File: config.mk
export PLATFORM = sky130hd
export DESIGN_NAME = keypad_scanner_flat
export DESIGN_NICKNAME = d
export VERILOG_FILES = /design/src/rtl/keypad_scanner_if.sv /design/src/rtl/keypad_scanner.sv /design/src/flat_wrapper.sv
export SDC_FILE = /design/constraint.sdc
export NUM_CORES = 1
export LEC_CHECK = 0
export ABC_AREA = 1
export BUFFER_PORTS_ARGS = -buffer_cell sky130_fd_sc_hd__buf_2
export CAP_MARGIN = 40
export CORE_ASPECT_RATIO = 0.75
export CORE_MARGIN = 2
export CORE_UTILIZATION = 60
export DETAILED_ROUTE_END_ITERATION = 6
export HOLD_SLACK_MARGIN = 0.02
export MAX_ROUTING_LAYER = met4
export PLACE_DENSITY = 0.78
export SYNTH_ARGS = -nofsm -noshare
export SYNTH_HDL_FRONTEND = slang
export SYNTH_SLANG_ARGS = --single-unit
File: constraint.sdc
create_clock -name clk -period 12.7 [get_ports clk]
set_input_delay 0.635 -clock clk [delete_from_list [all_inputs] [get_ports clk]]
set_output_delay 0.635 -clock clk [all_outputs]
set_load 0.005 [all_outputs]
File: src/rtl/keypad_scanner_if.sv
// Key matrix / key event interface for keypad_scanner.
// master: the scanner (drives column strobes and key events, reads rows).
// slave:  the matrix plus its consumer (drives rows, reads everything else).
interface keypad_scanner_if;
  logic [3:0] rows;
  logic [3:0] cols;
  logic [3:0] key_code;
  logic       key_valid;
  logic       key_pressed;

  modport master (
    input  rows,
    output cols,
    output key_code,
    output key_valid,
    output key_pressed
  );

  modport slave (
    output rows,
    input  cols,
    input  key_code,
    input  key_valid,
    input  key_pressed
  );
endinterface

File: src/rtl/keypad_scanner.sv
// 4x4 key matrix scanner: walks a one-hot column strobe, gathers the row
// readback into a 16-bit frame, debounces whole frames and reports a single
// accepted key as a code, a one-cycle valid pulse and a held level.
module keypad_scanner #(
  parameter int SCAN_DIV        = 16,
  parameter int DEBOUNCE_FRAMES = 4
) (
  input  logic              clk,
  input  logic              res,
  keypad_scanner_if.master  kp
);

  localparam int DIV_W = (SCAN_DIV > 1) ? $clog2(SCAN_DIV) : 1;
  localparam int CNT_W = $clog2(DEBOUNCE_FRAMES + 1);
  localparam logic [DIV_W-1:0] DIV_LAST = DIV_W'(SCAN_DIV - 1);
  localparam logic [CNT_W-1:0] CNT_DONE = CNT_W'(DEBOUNCE_FRAMES);

  typedef enum logic [1:0] {IDLE, DEBOUNCE, HELD, RELEASE} state_t;

  logic [3:0]       rows_s1_q, rows_s2_q;
  logic [DIV_W-1:0] div_q, div_d;
  logic [1:0]       col_q, col_d;
  logic [15:0]      frame_q, frame_d;
  state_t           state_q, state_d;
  logic [CNT_W-1:0] cnt_q, cnt_d, cnt_inc;
  logic [3:0]       cand_q, cand_d;
  logic [3:0]       key_code_q, key_code_d;
  logic             key_valid_q, key_valid_d;
  logic             key_pressed_q, key_pressed_d;
  logic             sample, frame_end;
  logic [4:0]       bit_count;
  logic [3:0]       bit_index;

  // Two-flop synchronizer for the asynchronous row readback.
  // NOTE: sequential state uses non-blocking (<=) so every flop samples the
  // pre-edge value of the others; blocking here would collapse the chain.
  always_ff @(posedge clk or negedge res) begin
    if (!res) begin
      rows_s1_q <= '0;
      rows_s2_q <= '0;
    end else begin
      rows_s1_q <= kp.rows;
      rows_s2_q <= rows_s1_q;
    end
  end

  // Dwell/column counters and frame assembly; the last dwell cycle of a
  // column latches its rows, which are two cycles old but from the same column.
  // NOTE: every always_comb output is defaulted first so no path infers a latch.
  always_comb begin
    sample    = (div_q == DIV_LAST);
    frame_end = sample && (col_q == 2'd3);
    div_d     = sample ? '0 : div_q + DIV_W'(1);
    col_d     = sample ? col_q + 2'd1 : col_q;
    frame_d   = frame_q;
    if (sample) frame_d[{col_q, 2'b00} +: 4] = rows_s2_q;
  end

  // Classify the frame as seen at frame end (includes the column just sampled).
  always_comb begin
    bit_count = '0;
    bit_index = '0;
    for (int i = 0; i < 16; i++) begin
      if (frame_d[i]) begin
        bit_count = bit_count + 5'd1;
        bit_index = 4'(i);
      end
    end
  end

  // Debounce FSM next-state and outputs; evaluated only at frame end.
  always_comb begin
    state_d       = state_q;
    cnt_d         = cnt_q;
    cnt_inc       = cnt_q + CNT_W'(1);
    cand_d        = cand_q;
    key_code_d    = key_code_q;
    key_pressed_d = key_pressed_q;
    key_valid_d   = 1'b0;
    if (frame_end) begin
      case (state_q)
        IDLE: begin
          if (bit_count == 5'd1) begin
            state_d = DEBOUNCE;
            cand_d  = bit_index;
            cnt_d   = CNT_W'(1);
          end
        end
        DEBOUNCE: begin
          if (bit_count == 5'd1 && bit_index == cand_q) begin
            if (cnt_inc == CNT_DONE) begin
              state_d       = HELD;
              cnt_d         = '0;
              key_code_d    = cand_q;
              key_pressed_d = 1'b1;
              key_valid_d   = 1'b1;
            end else begin
              cnt_d = cnt_inc;
            end
          end else begin
            state_d = IDLE;
            cnt_d   = '0;
          end
        end
        HELD: begin
          if (bit_count == 5'd0) begin
            state_d = RELEASE;
            cnt_d   = CNT_W'(1);
          end
        end
        RELEASE: begin
          if (bit_count == 5'd0) begin
            if (cnt_inc == CNT_DONE) begin
              state_d       = IDLE;
              cnt_d         = '0;
              key_pressed_d = 1'b0;
            end else begin
              cnt_d = cnt_inc;
            end
          end else begin
            state_d = HELD;
            cnt_d   = '0;
          end
        end
        default: state_d = IDLE;
      endcase
    end
  end

  // Scan counters and frame register.
  // NOTE: the frame register is reset even though each bit is rewritten before
  // it is classified, so nothing unknown can ever reach the classifier.
  always_ff @(posedge clk or negedge res) begin
    if (!res) begin
      div_q   <= '0;
      col_q   <= '0;
      frame_q <= '0;
    end else begin
      div_q   <= div_d;
      col_q   <= col_d;
      frame_q <= frame_d;
    end
  end

  // FSM state and key outputs.
  always_ff @(posedge clk or negedge res) begin
    if (!res) begin
      state_q       <= IDLE;
      cnt_q         <= '0;
      cand_q        <= '0;
      key_code_q    <= '0;
      key_valid_q   <= 1'b0;
      key_pressed_q <= 1'b0;
    end else begin
      state_q       <= state_d;
      cnt_q         <= cnt_d;
      cand_q        <= cand_d;
      key_code_q    <= key_code_d;
      key_valid_q   <= key_valid_d;
      key_pressed_q <= key_pressed_d;
    end
  end

  assign kp.cols        = 4'b0001 << col_q;
  assign kp.key_code    = key_code_q;
  assign kp.key_valid   = key_valid_q;
  assign kp.key_pressed = key_pressed_q;

endmodule

File: src/flat_wrapper.sv
// flat-port wrapper written by rule: the top's interface ports become plain ports
module keypad_scanner_flat 
#(
  parameter int SCAN_DIV        = 16,
  parameter int DEBOUNCE_FRAMES = 4
)
  (clk, res, kp_rows, kp_cols, kp_key_code, kp_key_valid, kp_key_pressed);
  keypad_scanner_if kp_i ();
  input  logic clk;
  input  logic res;
  input wire logic [$bits(kp_i.rows)-1:0] kp_rows;
  output wire logic [$bits(kp_i.cols)-1:0] kp_cols;
  output wire logic [$bits(kp_i.key_code)-1:0] kp_key_code;
  output wire logic [$bits(kp_i.key_valid)-1:0] kp_key_valid;
  output wire logic [$bits(kp_i.key_pressed)-1:0] kp_key_pressed;
  assign kp_i.rows = kp_rows;
  assign kp_cols = kp_i.cols;
  assign kp_key_code = kp_i.key_code;
  assign kp_key_valid = kp_i.key_valid;
  assign kp_key_pressed = kp_i.key_pressed;
  keypad_scanner #(.SCAN_DIV(SCAN_DIV), .DEBOUNCE_FRAMES(DEBOUNCE_FRAMES)) u_core (.clk(clk), .res(res), .kp(kp_i));
endmodule
Yosys cells after proc, flatten, opt, wreduce, memory -nomap -nowiden
Cells that the tools add are included.
W data, S select, Z words.
{ "classes": {"n_reduce_logical": 10, "shifts": 3, "muxes": 56, "addsub": 19, "n_eq_ne": 16} }
{ "ops": {"columns": ["operator", "count"], "rows": [
  ["$mux W5", 15],
  ["$add A5 B1 Y5 const B", 14],
  ["$mux W4", 9],
  ["$mux W3", 9],
  ["$bwmux W16", 1],
  ["$mux W16", 1],
  ["$mux W2", 8],
  ["$shift A4 B6 Y16 const A", 1],
  ["$shiftx A4 B6 Y16", 1],
  ["$ne A2 B1 Y1 const B", 6],
  ["$pmux W3 S4", 1],
  ["$mux W1", 10],
  ["$pmux W2 S4", 1],
  ["$eq A2 B2 Y1 const B", 3],
  ["$neg A4 Y6", 1],
  ["$reduce_and A3 Y1", 2],
  ["$reduce_and A6 Y1", 1],
  ["$eq A5 B1 Y1 const B", 1],
  ["$logic_not A5 Y1", 1],
  ["$reduce_and A5 Y1", 1],
  ["$add A4 B1 Y4 const B", 1],
  ["$eq A4 B4 Y1", 1],
  ["$eq A4 B4 Y1 const B", 1],
  ["$reduce_and A4 Y1", 1],
  ["12 further kinds", 13]
]} }
{ "word_totals": {"elab_cells": 115, "register_bits": 45, "in_bits": 6, "output_inout_bits": 10} }

Longest topological paths before layout
Gate-level depths: netlist of run 1.
{ "logic_depth": {"depth_word": 40, "depth_mapped": 65, "ltp_nobuf": 65} }

Worst setup path before layout of run 1
Ideal clock, no wire load.
{ "synth_path": {"path_type": "register to register", "from": "register u_core.col_q[0]", "to": "register u_core.state_q[0]", "t_arrival_ps": 9017, "setup_time_ps": 117, "stages_incl_launch_ff": 62, "required_time_ps": 12583, "synth_period_minus_slack_ps": 9134, "path_buffers": 0, "setup_slack_ps": 3566, "cell_sequence": "dfrtp_1 -> clkinv_1 -> ha_1 -> nor2_1 -> nand2_1 -> nand2_1 -> nand2_1 -> ha_1 -> inv_1 -> nand3_2 -> nand2_2 -> inv_1 -> ha_1 -> nand2_1 -> nand2_1 -> ha_1 -> or2_1 -> nand2_1 -> (+26 left out) -> ha_1 -> or2_2 -> nand2_1 -> inv_1 -> ha_1 -> nand2_1 -> nand2_1 -> ha_1 -> o21ai_0 -> nand2_1 -> nor2_8 -> nand2_1 -> nand2_1 -> nand2_2 -> nor2_4 -> nand2_1 -> nand2_1 -> nand2_1"} }
{ "synth_between": {"elab_chain_cells": 39, "elab_cells_between_ends": 65, "cone_classes": "add/sub (16); eq/ne (7); shift (2); mux (36); reduce/logical (4)"} }
{ "synth_rtl": {"columns": ["element", "line_no", "text"], "rows": [
  ["from (decl)", "keypad_scanner.sv:22", "logic [1:0] col_q, col_d;"],
  ["from (signal assigned)", "keypad_scanner.sv:140", "col_q <= col_d;"],
  ["$neg A4 Y6", "keypad_scanner.sv:56", "if (sample) frame_d[{col_q, 2'b00} +: 4] = rows_s2_q;"],
  ["$shiftx A4 B6 Y16 or $shift A4 B6 Y16 (tied branches)", "keypad_scanner.sv:56", null],
  ["$bwmux W16", "keypad_scanner.sv:56", null],
  ["$mux W16", "keypad_scanner.sv:56", null],
  ["$mux W1", "keypad_scanner.sv:64", "if (frame_d[i]) begin"],
  ["$add A1 B1 Y2", "keypad_scanner.sv:65", "bit_count = bit_count + 5'd1;"],
  ["$mux W5", "keypad_scanner.sv:64", null],
  ["$add A5 B1 Y5", "keypad_scanner.sv:65", null],
  ["(+23 left out)", null, null],
  ["$add A5 B1 Y5", "keypad_scanner.sv:65", null],
  ["$mux W5", "keypad_scanner.sv:64", null],
  ["$add A5 B1 Y5", "keypad_scanner.sv:65", null],
  ["$mux W5", "keypad_scanner.sv:64", null],
  ["$eq A5 B1 Y1", "keypad_scanner.sv:83, keypad_scanner.sv:90", null],
  ["$logic_and A1 B1 Y1", "keypad_scanner.sv:90", "if (bit_count == 5'd1 && bit_index == cand_q) begin"],
  ["$ne A3 B3 Y1 (no line) or $mux W2 (tied branches)", null, null],
  ["$reduce_and A5 Y1 (no line) or $pmux W2 S4 (tied branches)", null, null],
  ["to (signal assigned)", "keypad_scanner.sv:155", "state_q <= state_d;"],
  ["to (decl)", "keypad_scanner.sv:24", "state_t state_q, state_d;"]
]} }
Parallel ways exist; a longest one is shown, timed or not.
A chain may end at the register's enable or synchronous reset.

Final worst setup path of run 1
Same ends and word-level chain as after synthesis.

==> impl_metrics.py, run 1 <==
metrics = {
    "clock_network": {
        "post_cts_buffers": 0,
        "cts_tree": "yes",
        "clk_pin_slew_ps": 100,
        "numCtsBuffers": 5,
        "cts.sinks": 45,
        "max-clock-path-buffers": 2,
        "clkLatencyLatePin_ps": 310,
        "root_buffer": "clkbuf_8",
        "cts_repair_resize_count": 0,
        "htree_levels": 2,
        "cts_hold_buf": 0,
    },
    "sta": {
        "max_freq_ghz": 0.0993,
        "period_needed_ps": 10070,
        "hold_viol": 0,
        "worst_clock_skew_ps": 11.8,
        "slew_headroom_pct": 57.8,
        "rsz0062_at_grt": "no",
        "fin_setup_tns_ps": 0,
        "period_share_pct": 79.3,
        "timing.final.ws_setup_ps": 2630,
        "setup_viol": 0,
        "whs_ps": 257,
        "slew_viol_final": 0,
        "tightest_slew_ps": 627,
    },
    "final_layout": {
        "drive_above_1_share_pct": 17.7,
        "area.growth.synth_to_final_pct": 6.96,
        "nets": 686,
        "fillers": 616,
        "layout_common_cells": "nand2_1 (214), inv_1 (92), nand3_1 (66), dfrtp_1 (45), nor2_1 (44)",
        "diodes": 0,
        "layout_commonest_cell": "nand2_1",
    },
    "power": {
        "peakVddDrop_mv": 0.0406,
        "clockPowerShare_pct": 22.5,
        "p_per_area_nw_per_um2": 93.3,
        "p_leak_nw": 2.61,
        "seqPwrFrac_pct": 35.5,
        "swShare_pct": 41.1,
        "intPower_w": 0.000245,
        "p_switching_w": 0.000171,
        "combPwrFrac_pct": 42.0,
    },
    "floorplanning": {
        "die_y_um": 76.2,
        "die_x_um": 100,
        "dieArea_sq_um": 7640,
        "ios": 16,
        "coreArea_sq_um": 6770,
        "start_util_pct": 61.6,
        "row_count": 26,
    },
    "logic_synthesis": {
        "synth-seq-area-share_pct": 27.0,
        "synth.avg_cell_area_sq_um": 6.58,
        "synthArstFlopShare_pct": 100,
        "synth-seq-cells": 45,
        "yosys-top-cells-area": "dfrtp_1 (27%), nand2_1 (19%), inv_1 (8.3%)",
        "ys.flop_type": "dfrtp_1",
        "netlist.area_leader.share_pct": 27.0,
        "synth_edf_count": 0,
        "syn_inst": 634,
        "synth_area_leader_cell": "dfrtp_1",
        "synth_nets": 664,
        "yosys_warnings": 0,
        "syn_area_sq_um": 4170,
        "synth_cell_types": 37,
    },
    "place": {
        "gp_congestion": 0.884,
        "pre_cts_ws_ps": 2730,
        "hpwl_um": 6860,
        "portBuffers": 15,
    },
    "worst_hold_path": {
        "hold_class": "input port to async pin",
    },
    "detailed_routing": {
        "vias_per_cell": 5.10,
        "detail-route-antenna-nets": 0,
        "drt-total-wl_um": 8360,
        "drtPass1Iterations": 5,
        "drtIter0Drc": 159,
        "drc_errors": 0,
        "num_vias": 3777,
        "wire_per_inst_um": 11.3,
    },
    "worst_setup_path": {
        "crit_arrival_ps": 10270,
        "cp-startpoint": "u_core.col_q[0]$_DFFE_PN0N_",
        "r2r_setup_slack_ps": 2630,
        "cp-endpoint": "u_core.state_q[0]$_DFFE_PN0P_",
        "r2r_cells": 61,
        "worst-path-stages": 61,
        "crit_buf_inv": 6,
        "crit_top_cell": "nand2_1",
        "start_kind": "flip-flop",
        "critPathMaxStageDelay_ps": 480,
        "critPathSlowestCell": "dfrtp_1",
        "reg2reg_to": "u_core.state_q[0]$_DFFE_PN0P_",
        "rr_startpoint": "u_core.col_q[0]$_DFFE_PN0N_",
        "critPathMaxFanout": 10,
        "path_delay_family": "adder cells",
        "required_ps": 12900,
        "endpoint_kind": "flip-flop",
        "path_class": "flip-flop to flip-flop",
    },
    "run_status": {
        "status": "completed",
    },
    "grt": {
        "antenna_found_initial": 0,
        "grt_start_max_net_pins": 28,
        "grt_util_all_layers_pct": 24.0,
        "grt_pass1_wl_um": 15100,
        "grt.overflow.total": 0,
        "grt_pass1_vias": 3571,
    },
    "job": {
        "cap_violations": 0,
    },
}
cells by family (layout without fill, tap and decap cells):
| group | after synthesis | in the layout | share of synthesized area [%] |
|---|---|---|---|
| buf+inv | 109 | 132 | 9.84 |
| flops | 45 | 45 | 27.0 |
| compound gates | 26 | 26 | 4.08 |
| simple gates | 420 | 420 | 49.8 |
| fa+ha+maj | 24 | 24 | 7.20 |
| xor+xnor | 10 | 10 | 2.10 |
per-stage QoR:
stage                     power, W  utilization, %  area [sq um]  instances
final                     0.000416            65.9          4460        741
after global routing      0.000453            65.9          4460        741
after CTS                 0.000417            65.9          4460        741
after global placement    0.000317            64.2          4350        732
after detailed placement  0.000325            64.5          4370        733
after floorplan           0.000294               -          4170        634
layer usage:
metal,up-vias,part of all wire (%),track usage [%]
li1,2022,-,-
met1,1691,53,34.2
met2,60,43,37.5
met3,4,3.4,2.84
met4,0,0.57,3.84
met5,-,0,-
cell type report:
type                       count  area [sq um]  area share, %
timing repair buffer          16          95.1           2.13
inverter                     108           407           9.12
tap                           84           105           2.36
sequential                    45          1130           25.2
multi-input combinational    480          2630           59.0
clock buffer                   5          68.8           1.54
clock inverter                 3          25.0          0.561
cell usage after synthesis (all sizes together) (5+ instances only):
master and count:
nand3 89, nor2 52, or2 8, nand2 251
inv 105, nand3b 7, a21oi 5, dfrtp 45
ha 24, nand4 7, xor2 7, o21ai 14
flip-flops by register name (all words and copies together), names as in the netlist:
register / count
u_core.kp.key_code: 4
u_core.cnt_q: 3
u_core.state_q: 2
u_core.kp.key_valid: 1
u_core.rows_s1_q: 4
u_core.kp.key_pressed: 1
u_core.rows_s2_q: 4
u_core.div_q: 4
u_core.frame_q: 16
u_core.col_q: 2
u_core.cand_q: 4
power by group through the flow:
stage                     Combinational [W]  Sequential, W  Clock (W)
after floorplan                    0.000144       0.000150          0
after global placement             0.000166       0.000151          0
after detailed placement           0.000174       0.000151          0
after CTS                          0.000175       0.000148  0.0000944
after global routing               0.000204       0.000148   0.000101
final                              0.000175       0.000148  0.0000936
how the worst min path moves through the flow:
stage,startpoint,to,slack [ps],depth (start not counted)
2_1_floorplan,u_core.rows_s1_q[0]$_DFF_PN0_,u_core.rows_s2_q[0]$_DFF_PN0_,330,0
3_3_place_gp,u_core.rows_s1_q[3]$_DFF_PN0_,u_core.rows_s2_q[3]$_DFF_PN0_,330,0
3_5_place_dp,u_core.rows_s1_q[0]$_DFF_PN0_,u_core.rows_s2_q[0]$_DFF_PN0_,340,0
4_1_cts,res,u_core.rows_s1_q[3]$_DFF_PN0_,270,1
5_1_grt,res,u_core.rows_s2_q[2]$_DFF_PN0_,280,1
6_report,res,u_core.rows_s1_q[3]$_DFF_PN0_,260,1
Note: power is estimated with default switching activity, not from simulation.
==> run 2: changes to the inputs <==
CORE_UTILIZATION = 57   (was 60)
PLACE_DENSITY = 0.77   (was 0.78)
clock period = 9.2 ns   (was 12.7 ns; I/O delays follow)
==> run 2 against run 1 <==
Net effect:
- count of clock-buffer cells in the layout rose by 1
- clock power rose by 61%
- cell area rose by 7.2%
- critical path depth rose by 1
- total power rose by 52%
- routed wire length rose by 9.2%
- hold slack got worse by 180 ps
- via count rose by 5.0%
- clock skew fell by 4.6 ps
- sequential share of layout area fell by 1.7 points
- critical path type unchanged
- sequential power rose by 38%
- largest cell class unchanged
==> impl_metrics.py, run 2 (synthesis results as in run 1) <==
metrics = {
    "job": {
        "cap_violations": 0,
    },
    "worst_setup_path": {
        "crit_arrival_ps": 8970,
        "path_class": "flip-flop to flip-flop",
        "critPathMaxFanout": 6,
        "r2r_setup_slack_ps": 420,
        "start_kind": "flip-flop",
        "critPathSlowestCell": "dfrtp_1",
        "required_ps": 9390,
        "critPathMaxStageDelay_ps": 400,
        "endpoint_kind": "flip-flop",
    },
    "sta": {
        "period_share_pct": 95.4,
        "worst_clock_skew_ps": 7.16,
        "setup_viol": 0,
        "slew_viol_final": 0,
        "period_needed_ps": 8780,
        "tightest_slew_ps": 610,
        "slew_headroom_pct": 59.0,
        "hold_viol": 0,
        "max_freq_ghz": 0.114,
    },
    "floorplanning": {
        "die_x_um": 103,
        "start_util_pct": 59.9,
        "die_y_um": 78.1,
        "row_count": 26,
        "ios": 16,
        "coreArea_sq_um": 6960,
        "dieArea_sq_um": 8020,
    },
    "final_layout": {
        "area.growth.synth_to_final_pct": 14.6,
        "drive_above_1_share_pct": 24.0,
        "diodes": 0,
        "fillers": 612,
        "nets": 705,
        "largest_reg_flops": 16,
        "fin_util_pct": 68.7,
        "layout_commonest_cell": "nand2_1",
        "layout_common_cells": "nand2_1 (199), inv_1 (90), nand3_1 (66), nand2_2 (49), dfrtp_1 (45)",
        "largest_register": "u_core.frame_q",
    },
    "detailed_routing": {
        "drc_errors": 0,
        "drt-total-wl_um": 9130,
        "num_vias": 3967,
        "drtPass1Iterations": 4,
        "drtIter0Drc": 183,
        "detail-route-antenna-nets": 0,
        "vias_per_cell": 5.13,
        "wire_per_inst_um": 11.8,
    },
    "clock_network": {
        "cts_hold_buf": 0,
        "cts_tree": "yes",
        "clk_pin_slew_ps": 80,
        "clkLatencyLatePin_ps": 300,
        "root_buffer": "clkbuf_8",
        "numCtsBuffers": 5,
        "max-clock-path-buffers": 2,
        "cts.sinks": 45,
        "htree_levels": 2,
    },
    "grt": {
        "grt_pass1_vias": 3601,
        "grt.overflow.total": 0,
        "antenna_found_initial": 0,
        "grt_pass1_wl_um": 15700,
        "grt_start_max_net_pins": 30,
        "grt_util_all_layers_pct": 24.2,
    },
    "power": {
        "p_per_area_nw_per_um2": 133,
        "p_total_w": 0.000633,
        "p_leak_nw": 2.73,
        "peakVddDrop_mv": 0.0922,
    },
    "worst_hold_path": {
        "hold_class": "input port to async pin",
    },
    "place": {
        "gp_congestion": 0.885,
        "hpwl_um": 6950,
        "portBuffers": 15,
    },
    "run_status": {
        "status": "completed",
    },
}
run 2: cell count changes in the layout (fill, tap and decap cells not counted), sizes merged:
cell and delta:
buf +19, bufinv +1, clkbuf +1, clkinv -1
clkinvlp -1
run 2: cell type report:
cell class	count	area (sq um)	area share, %
Sequential cell	45	1130	23.6
Inverter	108	407	8.51
Clock buffer	6	72.6	1.52
Multi-Input combinational cell	480	2780	58.1
Clock inverter	2	38.8	0.812
Timing Repair Buffer	35	238	4.97
Tap cell	98	123	2.57
run 2: critical path: cells and delay by family (launching register included):
kind / cells / cell delay, ps
XOR/XNOR: 1 / 240
adder cells (fa/ha/maj): 14 / 3590
buffers and inverters: 8 / 610
flip-flops: 1 / 400
AND/OR/NAND/NOR: 39 / 3800
run 2: layer usage:
layer  up-vias  GRT usage, %  part of all wire [%]
li1       2060             -                     -
met1      1822          33.3                    51
met2        75          39.0                    45
met3        10          3.12                   3.4
met4         0          3.82                  0.96
met5         -             -                     0
run 2: path summary, 6_finish.rpt:
kind | start | endpoint | cells past startpoint
max | u_core.col_q[0]$_DFFE_PN0N_ | u_core.state_q[0]$_DFFE_PN0P_ | 62
max reg2reg | u_core.col_q[0]$_DFFE_PN0N_ | u_core.state_q[0]$_DFFE_PN0P_ | 62
min in group clk | kp_rows[3] | u_core.rows_s1_q[3]$_DFF_PN0_ | 1
min | res | u_core.rows_s2_q[1]$_DFF_PN0_ | 1
max in group asynchronous | res | u_core.cand_q[2]$_DFFE_PN0P_ | 2
min reg2reg | u_core.rows_s1_q[2]$_DFF_PN0_ | u_core.rows_s2_q[2]$_DFF_PN0_ | 0
run 2: where the power goes:
| part | total [W] | switching, W | internal [W] |
|---|---|---|---|
| clock | 0.000151 | 0.0000694 | 0.0000816 |
| sequential | 0.000204 | 0.00000207 | 0.000202 |
| combinational | 0.000278 | 0.000177 | 0.000102 |
run 2: repair_timing:
item	CTS	global route
gates cloned	0	0
resized for setup	11	23
endpoints found under the hold margin	0	0
pin swaps	5	14
setup endpoints to repair	15	15
setup buffers	2	9
run 2: through the flow:
step | worst slack (ps) | hold WS, ps | cells | area, sq um | setup TNS (ps)
after global routing | -86.5 | 96.6 | 774 | 4780 | -364
after CTS | 25.7 | 85.8 | 765 | 4600 | 0
after floorplan | 65.8 | 164 | 634 | 4170 | 0
after detailed placement | -162 | 336 | 755 | 4440 | -1450
after global placement | 184 | 333 | 754 | 4420 | 0
final | 420 | 77.8 | 774 | 4780 | 0
==> run 3: changes to the inputs <==
ABC_AREA = default   (was 1)
SLEW_MARGIN = 15   (was default)
==> run 3 against run 2 <==
Net effect:
- the run now ends with negative setup slack left
- die area shrank 5.2%
- hold slack gained 180 ps
- area after synthesis shrank 5.5%
- sequential power is essentially flat
- clock power is essentially flat
- clock skew grew 6.2 ps
- register-to-register slack lost 1200 ps
==> impl_metrics.py, run 3 <==
metrics = {
    "final_layout": {
        "drive_above_1_share_pct": 36.2,
        "largest_register": "u_core.frame_q",
        "finalNonFillerCells": 623,
        "layout_commonest_cell": "buf_4",
        "diodes": 0,
        "nets": 568,
        "layout_common_cells": "buf_4 (88), nand2_1 (44), dfrtp_1 (44), xnor2_1 (26), nor2_1 (24)",
        "area.growth.synth_to_final_pct": 34.4,
        "largest_reg_flops": 16,
    },
    "floorplanning": {
        "start_util_pct": 58.2,
        "ios": 16,
        "dieArea_sq_um": 7600,
        "row_count": 26,
        "die_x_um": 100,
        "coreArea_sq_um": 6770,
        "die_y_um": 76.0,
    },
    "detailed_routing": {
        "wire_per_inst_um": 18.0,
        "drt-total-wl_um": 11200,
        "drtPass1Iterations": 4,
        "vias_per_cell": 6.10,
        "drtIter0Drc": 219,
        "detail-route-antenna-nets": 0,
        "num_vias": 3799,
        "drc_errors": 0,
    },
    "worst_setup_path": {
        "cp-startpoint": "u_core.col_q[0]$_DFFE_PN0N_",
        "rr_startpoint": "u_core.col_q[0]$_DFFE_PN0N_",
        "path_delay_family": "simple AND/OR/NAND/NOR gates",
        "required_ps": 9400,
        "critPathMaxFanout": 5,
        "critPathMaxStageDelay_ps": 560,
        "endpoint_kind": "flip-flop",
        "path_class": "flip-flop to flip-flop",
        "crit_arrival_ps": 10160,
        "critPathSlowestCell": "or4b_4",
        "start_kind": "flip-flop",
        "crit_buf_inv": 20,
        "crit_top_cell": "buf_4",
    },
    "logic_synthesis": {
        "synth_cell_types": 76,
        "syn_area_sq_um": 3940,
        "synth.avg_cell_area_sq_um": 9.08,
        "synthTopCellsByCount": "nand2_1 (50), dfrtp_1 (45), inv_1 (27), xnor2_1 (27), nor2_1 (26)",
        "synthArstFlopShare_pct": 100,
        "netlist.area_leader.share_pct": 28.6,
        "synth_nets": 464,
        "yosys_warnings": 0,
        "synth_edf_count": 0,
        "ys.flop_type": "dfrtp_1",
        "syn_inst": 434,
        "yosysMostFrequentCell": "nand2_1",
        "synth-seq-area-share_pct": 28.6,
        "synth_area_leader_cell": "dfrtp_1",
        "yosys-top-cells-area": "dfrtp_1 (29%), ha_1 (7.6%), xnor2_1 (6.0%)",
        "synth-seq-cells": 45,
    },
    "sta": {
        "worst_clock_skew_ps": 13.3,
        "timing.final.ws_setup_ps": -768,
        "max_freq_ghz": 0.100,
        "setup_viol": 15,
        "slew_viol_final": 0,
        "rsz0062_at_grt": "yes",
        "slew_headroom_pct": 43.9,
        "period_needed_ps": 9970,
        "period_share_pct": 108,
        "tightest_slew_ps": 834,
        "hold_viol": 0,
    },
    "clock_network": {
        "root_buffer": "clkbuf_8",
        "max-clock-path-buffers": 2,
        "numCtsBuffers": 5,
        "clk_pin_slew_ps": 80,
        "htree_levels": 2,
        "cts_tree": "yes",
        "clkLatencyLatePin_ps": 310,
        "cts.sinks": 45,
    },
    "power": {
        "p_total_w": 0.00118,
        "peakVddDrop_mv": 0.218,
        "p_leak_nw": 2.42,
        "p_per_area_nw_per_um2": 224,
    },
    "grt": {
        "grt_pass1_wl_um": 17000,
        "antenna_found_initial": 0,
        "grt_pass1_vias": 3608,
        "grt_start_max_net_pins": 36,
        "grt_util_all_layers_pct": 28.2,
        "grt.overflow.total": 0,
    },
    "place": {
        "gp_congestion": 0.875,
        "hpwl_um": 7020,
        "numPlacedInstances": 578,
        "portBuffers": 15,
    },
    "job": {
        "cap_violations": 0,
    },
    "run_status": {
        "violations": "negative setup slack",
        "status": "finished, violations left",
    },
    "worst_hold_path": {
        "worstHoldStart": "kp_rows[3]",
        "hold_class": "input port to flip-flop",
    },
}
[run 3: stage by stage]
step | hold slack (ps) | utilization [%] | setup WS, ps | instance area, sq um | TNS, ps
2_1_floorplan | 164 | - | -870 | 4090 | -8580
3_3_place_gp | 334 | 67.9 | -233 | 4600 | -2060
3_5_place_dp | 338 | 68.2 | -553 | 4620 | -6340
4_1_cts | 249 | 74.7 | -471 | 5050 | -5060
5_1_grt | 244 | 78.3 | -1200 | 5300 | -16840
6_report | 254 | 78.3 | -768 | 5300 | -9980
[run 3: logic make-up (layout without fill, tap and decap cells)]
family / Yosys count / in the layout / share of synthesized area [%]
buffers and inverters: 47 / 152 / 5.05
muxes: 22 / 22 / 6.00
AOI/OAI and AO/OA: 81 / 81 / 14.4
adders and majority gates: 24 / 24 / 7.62
xor gates and xnor gates: 51 / 51 / 15.4
and+or+nand+nor: 164 / 164 / 22.9
DFF: 45 / 45 / 28.6
[run 3: cell type report]
| cell class | count | area, sq um |
|---|---|---|
| multi-input cells | 342 | 2990 |
| repair buffers | 111 | 833 |
| inverters | 33 | 131 |
| clock inverters | 2 | 38.8 |
| flip-flops and latches | 45 | 1130 |
| well taps | 84 | 105 |
| fillers | 419 | 1470 |
| clock buffers | 6 | 72.6 |
[run 3: layer usage]
metal / track usage, % / vias to the layer above / routed length, um
met1: 39.5 / 1835 / 4980
li1: - / 1769 / -
met3: 4.31 / 41 / 592
met5: - / - / 0
met4: 6.58 / 0 / 310
met2: 43.6 / 154 / 5310
[run 3: path summary, 6_finish.rpt]
check / to / slack, ps / cells after the start
hold reg to reg: u_core.rows_s2_q[2]$_DFF_PN0_ / 350 / 0
setup / recovery: u_core.cand_q[3]$_DFFE_PN0P_ / -770 / 54
hold / removal: u_core.rows_s1_q[3]$_DFF_PN0_ / 250 / 1
max in group asynchronous: u_core.col_q[0]$_DFFE_PN0N_ / 8180 / 3
min in group asynchronous: u_core.div_q[1]$_DFF_PN0_ / 550 / 2
setup reg to reg: u_core.cand_q[3]$_DFFE_PN0P_ / -770 / 54
[run 3: repair_timing]
item / CTS / global route
pin swaps: 10 / 30
setup endpoints to repair: 15 / 15
hold buffers: 1 / 0
endpoints found under the hold margin: 10 / 0
setup buffers: 30 / 7
resized for setup: 19 / 38
[run 3: power breakdown]
part	internal, W	total (W)	switching, W
combinational	0.000420	0.000826	0.000406
clock	0.0000816	0.000153	0.0000713
sequential	0.000202	0.000206	0.00000380
total	0.000704	0.00118	0.000481
